<file path="src/rtl/rf_wb_arbiter.sv">
// Register-file writeback arbiter.
// Two writeback sources share the regfile's single write port. Each source has a
// small FIFO. A has fixed priority over B, and a starvation counter eventually
// forces B through. A combinational query reports queued writes so decode can
// stall on RAW hazards.
// Optional build macro WB_BYPASS_EN: when the A FIFO is empty and A would win,
// an incoming A request goes straight into the output registers and skips its FIFO.
module rf_wb_arbiter #(
  parameter int unsigned DEPTH        = 2,
  parameter int unsigned STARVE_LIMIT = 4
) (
  input  logic        clk,
  input  logic        rst,
  input  logic        a_valid,
  output logic        a_ready,
  input  logic [4:0]  a_addr,
  input  logic [31:0] a_data,
  input  logic        b_valid,
  output logic        b_ready,
  input  logic [4:0]  b_addr,
  input  logic [31:0] b_data,
  output logic        rf_we,
  output logic [4:0]  rf_waddr,
  output logic [31:0] rf_wdata,
  input  logic [4:0]  chk_addr,
  output logic        chk_hit,
  output logic        busy
);

  localparam int unsigned PW = (DEPTH > 1) ? $clog2(DEPTH) : 1;
  localparam int unsigned CW = $clog2(DEPTH + 1);
  localparam int unsigned SW = $clog2(STARVE_LIMIT + 1);

  logic [4:0]    a_addr_q [DEPTH];
  logic [31:0]   a_data_q [DEPTH];
  logic [4:0]    b_addr_q [DEPTH];
  logic [31:0]   b_data_q [DEPTH];
  logic [PW-1:0] a_wptr_q, a_rptr_q, b_wptr_q, b_rptr_q;
  logic [CW-1:0] a_cnt_q, a_cnt_d, b_cnt_q, b_cnt_d;
  logic [SW-1:0] starve_q, starve_d;
  logic          rf_we_q, rf_we_d;
  logic [4:0]    rf_waddr_q, rf_waddr_d;
  logic [31:0]   rf_wdata_q, rf_wdata_d;

  logic a_ne, b_ne, a_cand, byp_req, bypass;
  logic a_win, b_win, a_push, b_push;
  logic starved;

  assign a_ready = (a_cnt_q != CW'(DEPTH));
  assign b_ready = (b_cnt_q != CW'(DEPTH));
  assign rf_we    = rf_we_q;
  assign rf_waddr = rf_waddr_q;
  assign rf_wdata = rf_wdata_q;
  assign busy     = (a_cnt_q != '0) || (b_cnt_q != '0) || rf_we_q;

  // Arbitration: B wins when A has nothing or B has waited long enough.
  always_comb begin
    a_ne    = (a_cnt_q != '0);
    b_ne    = (b_cnt_q != '0);
`ifdef WB_BYPASS_EN
    byp_req = !a_ne && a_valid && (a_addr != 5'd0);
`else
    byp_req = 1'b0;
`endif
    a_cand  = a_ne || byp_req;
    starved = (starve_q >= SW'(STARVE_LIMIT));
    b_win   = b_ne && (!a_cand || starved);
    a_win   = a_ne && !b_win;
    bypass  = byp_req && !b_win;
    // Writes to x0 complete the handshake but are dropped here.
    a_push  = a_valid && a_ready && (a_addr != 5'd0) && !bypass;
    b_push  = b_valid && b_ready && (b_addr != 5'd0);
  end

  // Next-state for FIFO occupancy, starvation counter and output stage.
  always_comb begin
    a_cnt_d = a_cnt_q + (a_push ? CW'(1) : CW'(0)) - (a_win ? CW'(1) : CW'(0));
    b_cnt_d = b_cnt_q + (b_push ? CW'(1) : CW'(0)) - (b_win ? CW'(1) : CW'(0));
    if (b_ne && (a_win || bypass)) begin
      starve_d = starved ? starve_q : starve_q + SW'(1);
    end else begin
      starve_d = '0;
    end
    rf_we_d    = a_win || b_win || bypass;
    rf_waddr_d = rf_waddr_q;
    rf_wdata_d = rf_wdata_q;
    if (b_win) begin
      rf_waddr_d = b_addr_q[b_rptr_q];
      rf_wdata_d = b_data_q[b_rptr_q];
    end else if (a_win) begin
      rf_waddr_d = a_addr_q[a_rptr_q];
      rf_wdata_d = a_data_q[a_rptr_q];
    end else if (bypass) begin
      rf_waddr_d = a_addr;
      rf_wdata_d = a_data;
    end
  end

  // Control state: pointers, counts, starvation counter, write-port registers.
  always_ff @(posedge clk or posedge rst) begin
    if (rst) begin
      a_wptr_q   <= '0;
      a_rptr_q   <= '0;
      b_wptr_q   <= '0;
      b_rptr_q   <= '0;
      a_cnt_q    <= '0;
      b_cnt_q    <= '0;
      starve_q   <= '0;
      rf_we_q    <= 1'b0;
      rf_waddr_q <= '0;
      rf_wdata_q <= '0;
    end else begin
      if (a_push) a_wptr_q <= a_wptr_q + PW'(1);
      if (a_win)  a_rptr_q <= a_rptr_q + PW'(1);
      if (b_push) b_wptr_q <= b_wptr_q + PW'(1);
      if (b_win)  b_rptr_q <= b_rptr_q + PW'(1);
      a_cnt_q    <= a_cnt_d;
      b_cnt_q    <= b_cnt_d;
      starve_q   <= starve_d;
      rf_we_q    <= rf_we_d;
      rf_waddr_q <= rf_waddr_d;
      rf_wdata_q <= rf_wdata_d;
    end
  end

  // FIFO storage; validity is tracked by the counts, so no reset is needed.
  always_ff @(posedge clk) begin
    if (a_push) begin
      a_addr_q[a_wptr_q] <= a_addr;
      a_data_q[a_wptr_q] <= a_data;
    end
    if (b_push) begin
      b_addr_q[b_wptr_q] <= b_addr;
      b_data_q[b_wptr_q] <= b_data;
    end
  end

  // Hazard query over live FIFO entries, the output stage and a bypassing request.
  always_comb begin
    logic [PW-1:0] idx;
    chk_hit = 1'b0;
    idx     = '0;
    for (int unsigned k = 0; k < DEPTH; k++) begin
      idx = a_rptr_q + PW'(k);
      if ((CW'(k) < a_cnt_q) && (a_addr_q[idx] == chk_addr)) chk_hit = 1'b1;
      idx = b_rptr_q + PW'(k);
      if ((CW'(k) < b_cnt_q) && (b_addr_q[idx] == chk_addr)) chk_hit = 1'b1;
    end
    if (rf_we_q && (rf_waddr_q == chk_addr)) chk_hit = 1'b1;
    if (bypass && (a_addr == chk_addr)) chk_hit = 1'b1;
    if (chk_addr == 5'd0) chk_hit = 1'b0;
  end

endmodule

</file>
<file path="config.mk">
export PLATFORM = sky130hd
export DESIGN_NAME = rf_wb_arbiter
export DESIGN_NICKNAME = d
export VERILOG_FILES = /design/src/rtl/rf_wb_arbiter.sv
export SDC_FILE = /design/constraint.sdc
export NUM_CORES = 1
export LEC_CHECK = 0
export CORE_UTILIZATION = 53
export DETAILED_ROUTE_END_ITERATION = 10
export PLACE_DENSITY = 0.79
export SYNTH_ARGS = -nofsm -noshare
export SYNTH_HDL_FRONTEND = slang
export SYNTH_SLANG_ARGS = --single-unit
</file>
<file path="constraint.sdc">
create_clock -name clk -period 3.9 [get_ports clk]
set_clock_uncertainty 0.15 [all_clocks]
set_input_delay 0.585 -clock clk [delete_from_list [all_inputs] [get_ports clk]]
set_output_delay 0.585 -clock clk [all_outputs]
set_load 0.1 [all_outputs]
</file>
# After elaboration in Yosys (flattened, before gate mapping)
# Memory sizes are Yosys's and may differ from the RTL's.
# Index checks and enable logic that the tools add are counted.
[op_classes]
div_mod_pow = 0
mul = 0
shifts = 0
n_lt_le_gt_ge = 5
muxes = 20
eq_ne = 8
bitwise = 0
addsub = 9
reduce_logical = 24
[op_table]
columns = ["op", "count"]
rows = [
  ["2-to-1 mux 32 bit", 2],
  ["== test 5 bit", 5],
  ["2-to-1 mux 1 bit", 14],
  ["logical AND 1 bit", 12],
  ["2-to-1 mux 5 bit", 2],
  ["nonzero test 5 bit", 2],
  ["< comparator 1 x 2 -> 1 bit (first input constant)", 4],
  ["2-to-1 mux 3 bit", 2],
  ["!= test 2 bit (second input constant)", 3],
  ["nonzero test 2 bit", 3],
  ["zero test 5 bit", 1],
  ["adder 1 bit (second input constant)", 4],
  ["adder 2 x 1 -> 2 bit", 2],
  ["logical OR 1 bit", 4],
  ["subtractor 2 x 1 -> 2 bit", 2],
  ["adder 3 x 1 -> 3 bit (second input constant)", 1],
  ["greater-or-equal comparator 3 bit (second input constant)", 1],
  ["zero test 1 bit", 2],
]
[word_totals]
n_memories = 4
reg_bits = 49
latch_bits = 0
rom_bits = 0
input_bits = 83
mem_bits_rw = 148
[mem_list]
columns = ["memory", "words", "word_bits", "read_ports", "rd_ports_with_merged_regs", "write_ports", "line", "text"]
rows = [
  ["a_data_q", 2, 32, 1, 0, 1, "35", "logic [31:0] a_data_q [DEPTH];"],
  ["b_data_q", 2, 32, 1, 0, 1, "37", "logic [31:0] b_data_q [DEPTH];"],
  ["a_addr_q", 2, 5, 2, 0, 1, "34", "logic [4:0] a_addr_q [DEPTH];"],
  ["b_addr_q", 2, 5, 2, 0, 1, "36", "logic [4:0] b_addr_q [DEPTH];"],
]

# Logic depth before layout (Yosys ltp)
# Gate-level depths: netlist of run 1.
# An unclocked memory read counts as a cell.
[depth]
ltp_word = 9
ltp_mapped = 10
depth_no_buf = 9

# Least setup slack after synthesis of run 1
# Ideal clock, no wire load.
[synth_timing]
kind = "register -> output"
from = "register rf_waddr_q[1] (netlist: rf_waddr[1])"
to = "output port chk_hit"
t_required_ns = 3.165
t_arrival_ns = 3.086
stages_incl_launch_ff = 7
setup_slack_ns = 0.079
n_path_buf = 0
path_cell_list = "dfrtp_1 -> xor2_1 -> nor4_1 -> nand3_1 -> o31ai_1 -> nor4_1 -> a21oi_1"
[synth_via]
elab_chain_len = 4
[synth_rtl]
columns = ["element", "line", "text"]
rows = [
  ["start, declared", "42", "logic [4:0] rf_waddr_q, rf_waddr_d;"],
  ["start signal, assigned", "121", "rf_waddr_q <= rf_waddr_d;"],
  ["== test 5 bit", "149", "if (rf_we_q && (rf_waddr_q == chk_addr)) chk_hit = 1'b1;"],
  ["logical AND 1 bit", "149", ""],
  ["2-to-1 mux 1 bit", "149", ""],
  ["2-to-1 mux 1 bit", "151", "if (chk_addr == 5'd0) chk_hit = 1'b0;"],
  ["end, declared", "26", "output logic chk_hit,"],
]
# No other way between the ends.

# Worst setup path in the final report of run 1
[layout_timing]
from = "input port chk_addr[0]"
to = "output port chk_hit"
[layout_via]
elab_chain_len = 8
elab_cells_between_ends = 17
cone_classes = "eq/ne (5); mux (6); reduce/logical (6)"
[layout_rtl]
columns = ["element", "line", "text"]
rows = [
  ["start, declared", "25", "input logic [4:0] chk_addr,"],
  ["== test 5 bit", "145", "if ((CW'(k) < a_cnt_q) && (a_addr_q[idx] == chk_addr)) chk_hit = 1'b1;"],
  ["logical AND 1 bit", "145", ""],
  ["2-to-1 mux 1 bit", "145", ""],
  ["2-to-1 mux 1 bit", "147", "if ((CW'(k) < b_cnt_q) && (b_addr_q[idx] == chk_addr)) chk_hit = 1'b1;"],
  ["2-to-1 mux 1 bit", "145", ""],
  ["2-to-1 mux 1 bit", "147", ""],
  ["2-to-1 mux 1 bit", "149", ""],
  ["2-to-1 mux 1 bit *", "151", ""],
]
# Every way passes the cells marked *; elsewhere a longest branch is shown, timed or not.

==> metrics.txt, run 1 <==
outcome=completed; sequential share of power=0.363; most frequent cells in the layout=148 x edfxtp_1, 122 x clkdlybuf4s50_1, 72 x mux2i_1, 47 x dfrtp_1, 33 x nand2_1; combinational power share=0.447; DRC errors left=0; register area share after synthesis=0.724; unrepaired setup endpoints after global routing=false; final slew viol count=0; leakage=about 3.7 nW; CTS tree=built; most used cell, CP=nor4_1; slew of the pin with the lowest slew margin=~1.2 ns; Filler Cells Inserted=~940; core footprint=approximately 14,000 um^2; DR WL met2=8.33 mm; total track usage=0.228; CP max stage delay=a little under 0.6 ns; via count=4,567; minimum clock period=3.15 ns; critical-path maximum fanout=6; initial antenna violation count=0; Worst Hold Class=reg2reg; H-tree Lvls=4; net switching power=0.00401 W; Seq. cell area=5670 um^2; Critical Path, Cell by Cell=clkdlybuf4s50_1 -> xnor2_1 -> nor4_1 -> and3_1 -> nor4_1 -> a21oi_1 -> buf_4; PD cells=919 nW/um^2; final setup TNS=0 ns; Root Buffer=clkbuf_16; Clock Latency Late Sink=0.43 ns; Yosys warning total=0; DRT iter0 DRCs=283; CP endpoint kind=output port; drt total wl=about 16 mm; Switching Share=0.441; Clk network pwr share=0.190; Cell Int Power=0.00508 W; vias in the first global route=4,795; Worst EP arrival=2.41 ns; Setup Crit Path Kind=in2out; grt ovf=0; gp weighted congestion=just over 0.9; layout cells sized above 1=0.103; post-CTS sizing=0; largest net degree at the start of global routing=56; area grow syn2layout=26.2%; TritonCTS Buffers=17; Starting Density=0.541; Max VDD drop=roughly 0.78 mV; clock slew at reported path FFs=0.07 ns; top sig layer=met4; Top Ports=about 130; Fin. Hold Viols=0; count of hold-fix buffers inserted at cts=0; Layout Nets=approximately 700; Slew HR=0.190; diode count=0; Post-DRT Antenna Nets=0; CP Launch Type=input pin; commonest non-fill, non-tap cell in the layout=edfxtp_1; Longest Clk Path Bufs=2; Port Buf Inserts=124; placed inst area=9290 um^2; Syn Nets=583; Syn Inst Count=494; WL/cell=19.7 um; metal3 WL=989 um; Rows=44; HPWL after detailed placement=10.3 mm; FF+latch count, synth=197; Layout Cell Area excl Fill=9880 um^2; Post-Route M1 WL=6.53 mm; die extent in x=124 um; post-synthesis cell type count=34; first-pass GRT wire length=around 25 mm; f_max=318 MHz; multi-input combinational cell area=~2000 um^2; vias per cell=5.60; Die ar.=approximately 15,000 um^2; Setup Viol. Count Final=0; CTS Sinks=roughly 200; WP data required=around 3.2 ns; maxcap violations=0; Slowest cell on crit path=clkdlybuf4s50_1; TritonRoute pass-1 iters=5; Post-CTS Setup Bufs=0; Mapped Area=7830 um^2; Tcrit/Tclk final=0.807; die height=124 um; syn avg cell area=15.8 um^2
per-layer routing:
metal  global-route usage  vias up
met4               0.0813        0
met1                0.274     2302
li1                     -     2109
met2                0.392      138
met3               0.0660       18
met5                    0        -
final timing paths:
check	cells past startpoint	from	slack [ns]	to
hold reg to reg	1	starve_q[0]	0.33	starve_q[0]
setup / recovery	7	chk_addr[0]	0.75	chk_hit
setup reg to reg	9	a_cnt_q[1]	1.15	a_cnt_q[1]
min in group asynchronous	2	rst	0.46	rf_wdata[13]
hold / removal	1	starve_q[0]	0.33	starve_q[0]
max in group asynchronous	3	rst	2.38	rf_wdata[19]
power groups by stage:
stage	registers, W	logic [W]	clock network, W
2_1_floorplan	0.00462	0.00173	0
3_3_place_gp	0.00331	0.00399	0
3_5_place_dp	0.00334	0.00409	0
4_1_cts	0.00330	0.00411	0.00175
5_1_grt	0.00336	0.00431	0.00183
6_report	0.00330	0.00406	0.00172
logic make-up (layout without fill, tap and decap cells):
family / after synthesis / count (layout) / synth area share
mux: 84 / 84 / 0.109
fa+ha+maj: 6 / 6 / 0.00959
compound gates: 55 / 55 / 0.0489
simple gates: 81 / 81 / 0.0463
xor+xnor: 33 / 33 / 0.0369
flops: 197 / 197 / 0.724
buf+inv: 38 / 175 / 0.0246
stage by stage:
step | setup WS (ns) | hold WS [ns] | cells | total power [W] | utilization
after floorplan | 0.0789 | 0.287 | 494 | 0.00635 | -
after global placement | 0.817 | 0.311 | 783 | 0.00730 | 0.642
after detailed placement | 0.678 | 0.334 | 783 | 0.00743 | 0.642
final | 0.754 | 0.332 | 815 | 0.00908 | 0.683
after global routing | 0.547 | 0.350 | 815 | 0.00950 | 0.683
after CTS | 0.766 | 0.342 | 815 | 0.00916 | 0.683
Yosys cell counts:
cell type,instances,area share
edfxtp_1,148,0.57
mux2i_1,72,0.092
dfrtp_1,49,0.16
nand2_1,33,0.016
nor2_1,26,0.012
o221ai_1,21,0.023
xnor2_1,19,0.021
xor2_1,14,0.016
a21oi_1,13,0.0083
buf_2,13,0.0083
mux2_2,12,0.017
o21ai_0,11,0.0070
inv_1,10,0.0048
clkbuf_1,7,0.0034
ha_1,6,0.0096
nor4_1,5,0.0040
a221o_1,4,0.0051
buf_1,3,0.0014
nand2b_1,3,0.0024
nor3_1,3,0.0019
and2_1,2,0.0016
and3_1,2,0.0016
buf_4,2,0.0019
buf_6,2,0.0029
nand4_1,2,0.0016
o211ai_1,2,0.0019
o21ai_1,2,0.0013
or4_1,2,0.0019
buf_8,1,0.0019
nand3_1,1,0.00064
nor2_2,1,0.00080
nor4_2,1,0.0016
o22ai_1,1,0.00080
o31ai_1,1,0.00096
registers in the layout (all words and copies together) (netlist names):
signal and cells:
a_data_q 64, b_data_q 64, rf_wdata 32, a_addr_q 10, b_addr_q 10, rf_waddr 5
starve_q 3, a_cnt_q 2, b_cnt_q 2, a_rptr_q 1, a_wptr_q 1, b_rptr_q 1
b_wptr_q 1, rf_we 1
worst max-delay path, delay by kind of cell:
family | cells | cell delay [ns]
xor gates and xnor gates | 1 | 0.22
and+or+nand+nor | 3 | 0.59
AOI/OAI and AO/OA | 1 | 0.12
buffers and inverters | 2 | 0.90
area by class of cell:
class	instances	area share
sequential	197	0.574
multi-input combinational	259	0.205
timing repair buffer	133	0.134
clock buffer	18	0.0434
tap	184	0.0233
clock inverter	14	0.0163
inverter	10	0.00380
Note: power is estimated with default switching activity, not from simulation.
==> run 2: changes to the inputs <==
==> constraint.sdc (replaced) <==
create_clock -name clk -period 3.1 [get_ports clk]
set_clock_uncertainty 0.15 [all_clocks]
set_input_delay 0.465 -clock clk [delete_from_list [all_inputs] [get_ports clk]]
set_output_delay 0.465 -clock clk [all_outputs]
set_load 0.1 [all_outputs]
==> run 2 against run 1 <==
Compared with the run above: power up 28%; worst hold slack got worse by 0.030 ns; cell count grew 1.7%; die area did not move; non-clock buffer count rose by 14; final area up 1.0%; worst setup slack worse by 0.68 ns; highest routed layer unchanged; via count increased by 0.85%; largest cell class unchanged; critical path depth rose by 1; utilization increased by 0.68 points; critical endpoint unchanged; wire length increased by 2.6%.
==> metrics.txt, run 2 (same netlist as run 1, synthesis figures left out) <==
outcome=completed; Top Ports=125 (unchanged); R2R depth=9 (unchanged); largest net degree at the start of global routing=51 (-8.9%); Overall Power=0.0116 W (+28%); Root Buffer=clkbuf_16; HPWL after detailed placement=10.8 mm (+4.9%); total track usage=0.231 (+0.00228); Reg-to-Reg Start=a_cnt_q[1]; Port Buf Inserts=124 (unchanged); diode count=0 (unchanged); Worst EP arrival=2.41 ns (about the same); vias in the first global route=4,786 (-0.19%); gp weighted congestion=0.832 (-9.1%); final setup margin=0.0701 ns (-0.684 ns); CTS Sinks=197 (unchanged); final slew viol count=0 (unchanged); CP Launch Type=flip-flop; DRT iter0 DRCs=336 (+19%); core footprint=14,500 um^2 (unchanged); slew of the pin with the lowest slew margin=0.639 ns (-0.576 ns); critical-path maximum fanout=6 (unchanged); Util after Layout=0.689 (+0.00683); clock slew at reported path FFs=0.07 ns (about the same); placed inst area=9280 um^2 (about the same); Setup Viol. Count Final=0 (unchanged); Clock Latency Late Sink=0.43 ns (about the same); WP data required=2.48 ns (-0.68 ns); reg2reg end=a_cnt_q[1]; Starting Density=0.541 (unchanged); WL/cell=19.8 um (+0.91%); count of hold-fix buffers inserted at cts=0 (unchanged); PD cells=1160 nW/um^2 (+26%); Slew HR=0.574 (+0.384); layout cells sized above 1=0.198 (+0.0954); H-tree Lvls=4 (unchanged); die extent in x=124 um (unchanged); area grow syn2layout=27.5%; initial antenna violation count=0 (unchanged); Worst Hold Class=in2async; pre-CTS setup slack=0.193 ns (-0.485 ns); Tcrit/Tclk final=0.977; unrepaired setup endpoints after global routing=true; DRC errors left=0 (unchanged); final setup TNS=0 ns (unchanged); via count=4,606 (+0.85%); first-pass GRT wire length=25.1 mm (+0.72%); minimum clock period=just over 3 ns; Setup Crit Path Kind=reg2out; drt total wl=16.4 mm (+2.6%); vias per cell=5.56 (-0.85%); commonest non-fill, non-tap cell in the layout=edfxtp_1; Rows=44 (unchanged); TritonRoute pass-1 iters=5 (unchanged); Post-DRT Antenna Nets=0 (unchanged); grt ovf=0 (unchanged); CP endpoint kind=output port; Fin. Hold Viols=0 (unchanged); Die ar.=15,300 um^2 (unchanged); worst reg-to-reg setup slack=0.81 ns (-0.34 ns); TritonCTS Buffers=17 (unchanged); CTS tree=built; Longest Clk Path Bufs=2 (unchanged); maxcap violations=0 (unchanged); Layout Nets=721 (+2.0%); most frequent cells in the layout=148 x edfxtp_1, 82 x clkdlybuf4s50_1, 65 x mux2i_1, 60 x buf_4, 47 x dfrtp_1; leakage=3.77 nW (+3.1%); f_max=between 300 and 400 MHz; die height=124 um (unchanged); Max VDD drop=0.690 mV (-11%); Layout Cell Area excl Fill=9980 um^2 (+1.0%)
## run 2: worst max-delay path: stages, from the launching register on
cell     delay, ns
dfrtp_4       0.49
buf_12        0.15
mux2i_1       0.26
xor2_1        0.20
nand4_1       0.13
o31ai_2       0.30
nor4_2        0.07
a21oi_2       0.18
buf_12        0.20
## run 2: worst max-delay path by stage
| stage | end | cells after the start | slack, ns | startpoint |
|---|---|---|---|---|
| final | chk_hit | 8 | 0.07 | a_rptr_q |
| after global routing | chk_hit | 8 | -0.04 | a_rptr_q |
| after CTS | chk_hit | 7 | 0.02 | a_rptr_q |
| after detailed placement | chk_hit | 8 | 0.19 | chk_addr[3] |
| after global placement | chk_hit | 8 | 0.27 | chk_addr[1] |
| after floorplan | a_addr_q[0][0] | 3 | -0.12 | a_cnt_q[0] |
## run 2: per-stage QoR
stage,hold slack (ns),instances
finish,0.302,829
global route,0.351,829
CTS,0.314,825
detailed placement,0.322,793
global placement,0.310,793
floorplan,0.287,494
## run 2: metal layers
layer | wire length, um | global-route usage | up-vias
li1 | - | - | 2128
met1 | 6670 | 0.286 | 2314
met2 | 8600 | 0.394 | 145
met3 | 873 | 0.0447 | 19
met4 | 293 | 0.101 | 0
met5 | 0 | 0 | -
## run 2: final cells by class
cell class / count / area, um^2
clock inverters: 11 / 124
inverters: 10 / 37.5
repair buffers: 147 / 1360
fillers: 960 / 4500
clock buffers: 21 / 470
multi-input cells: 259 / 2080
flip-flops and latches: 197 / 5680
well taps: 184 / 230
## run 2: power breakdown
part	total (W)	switching, W	internal, W
clock network	0.00219	0.000933	0.00125
logic	0.00527	0.00365	0.00161
registers	0.00415	0.000443	0.00371
## run 2: what timing repair did
action	CTS	global route
endpoints found under the setup margin	0	1
setup buffers	0	4
resized for setup	0	14
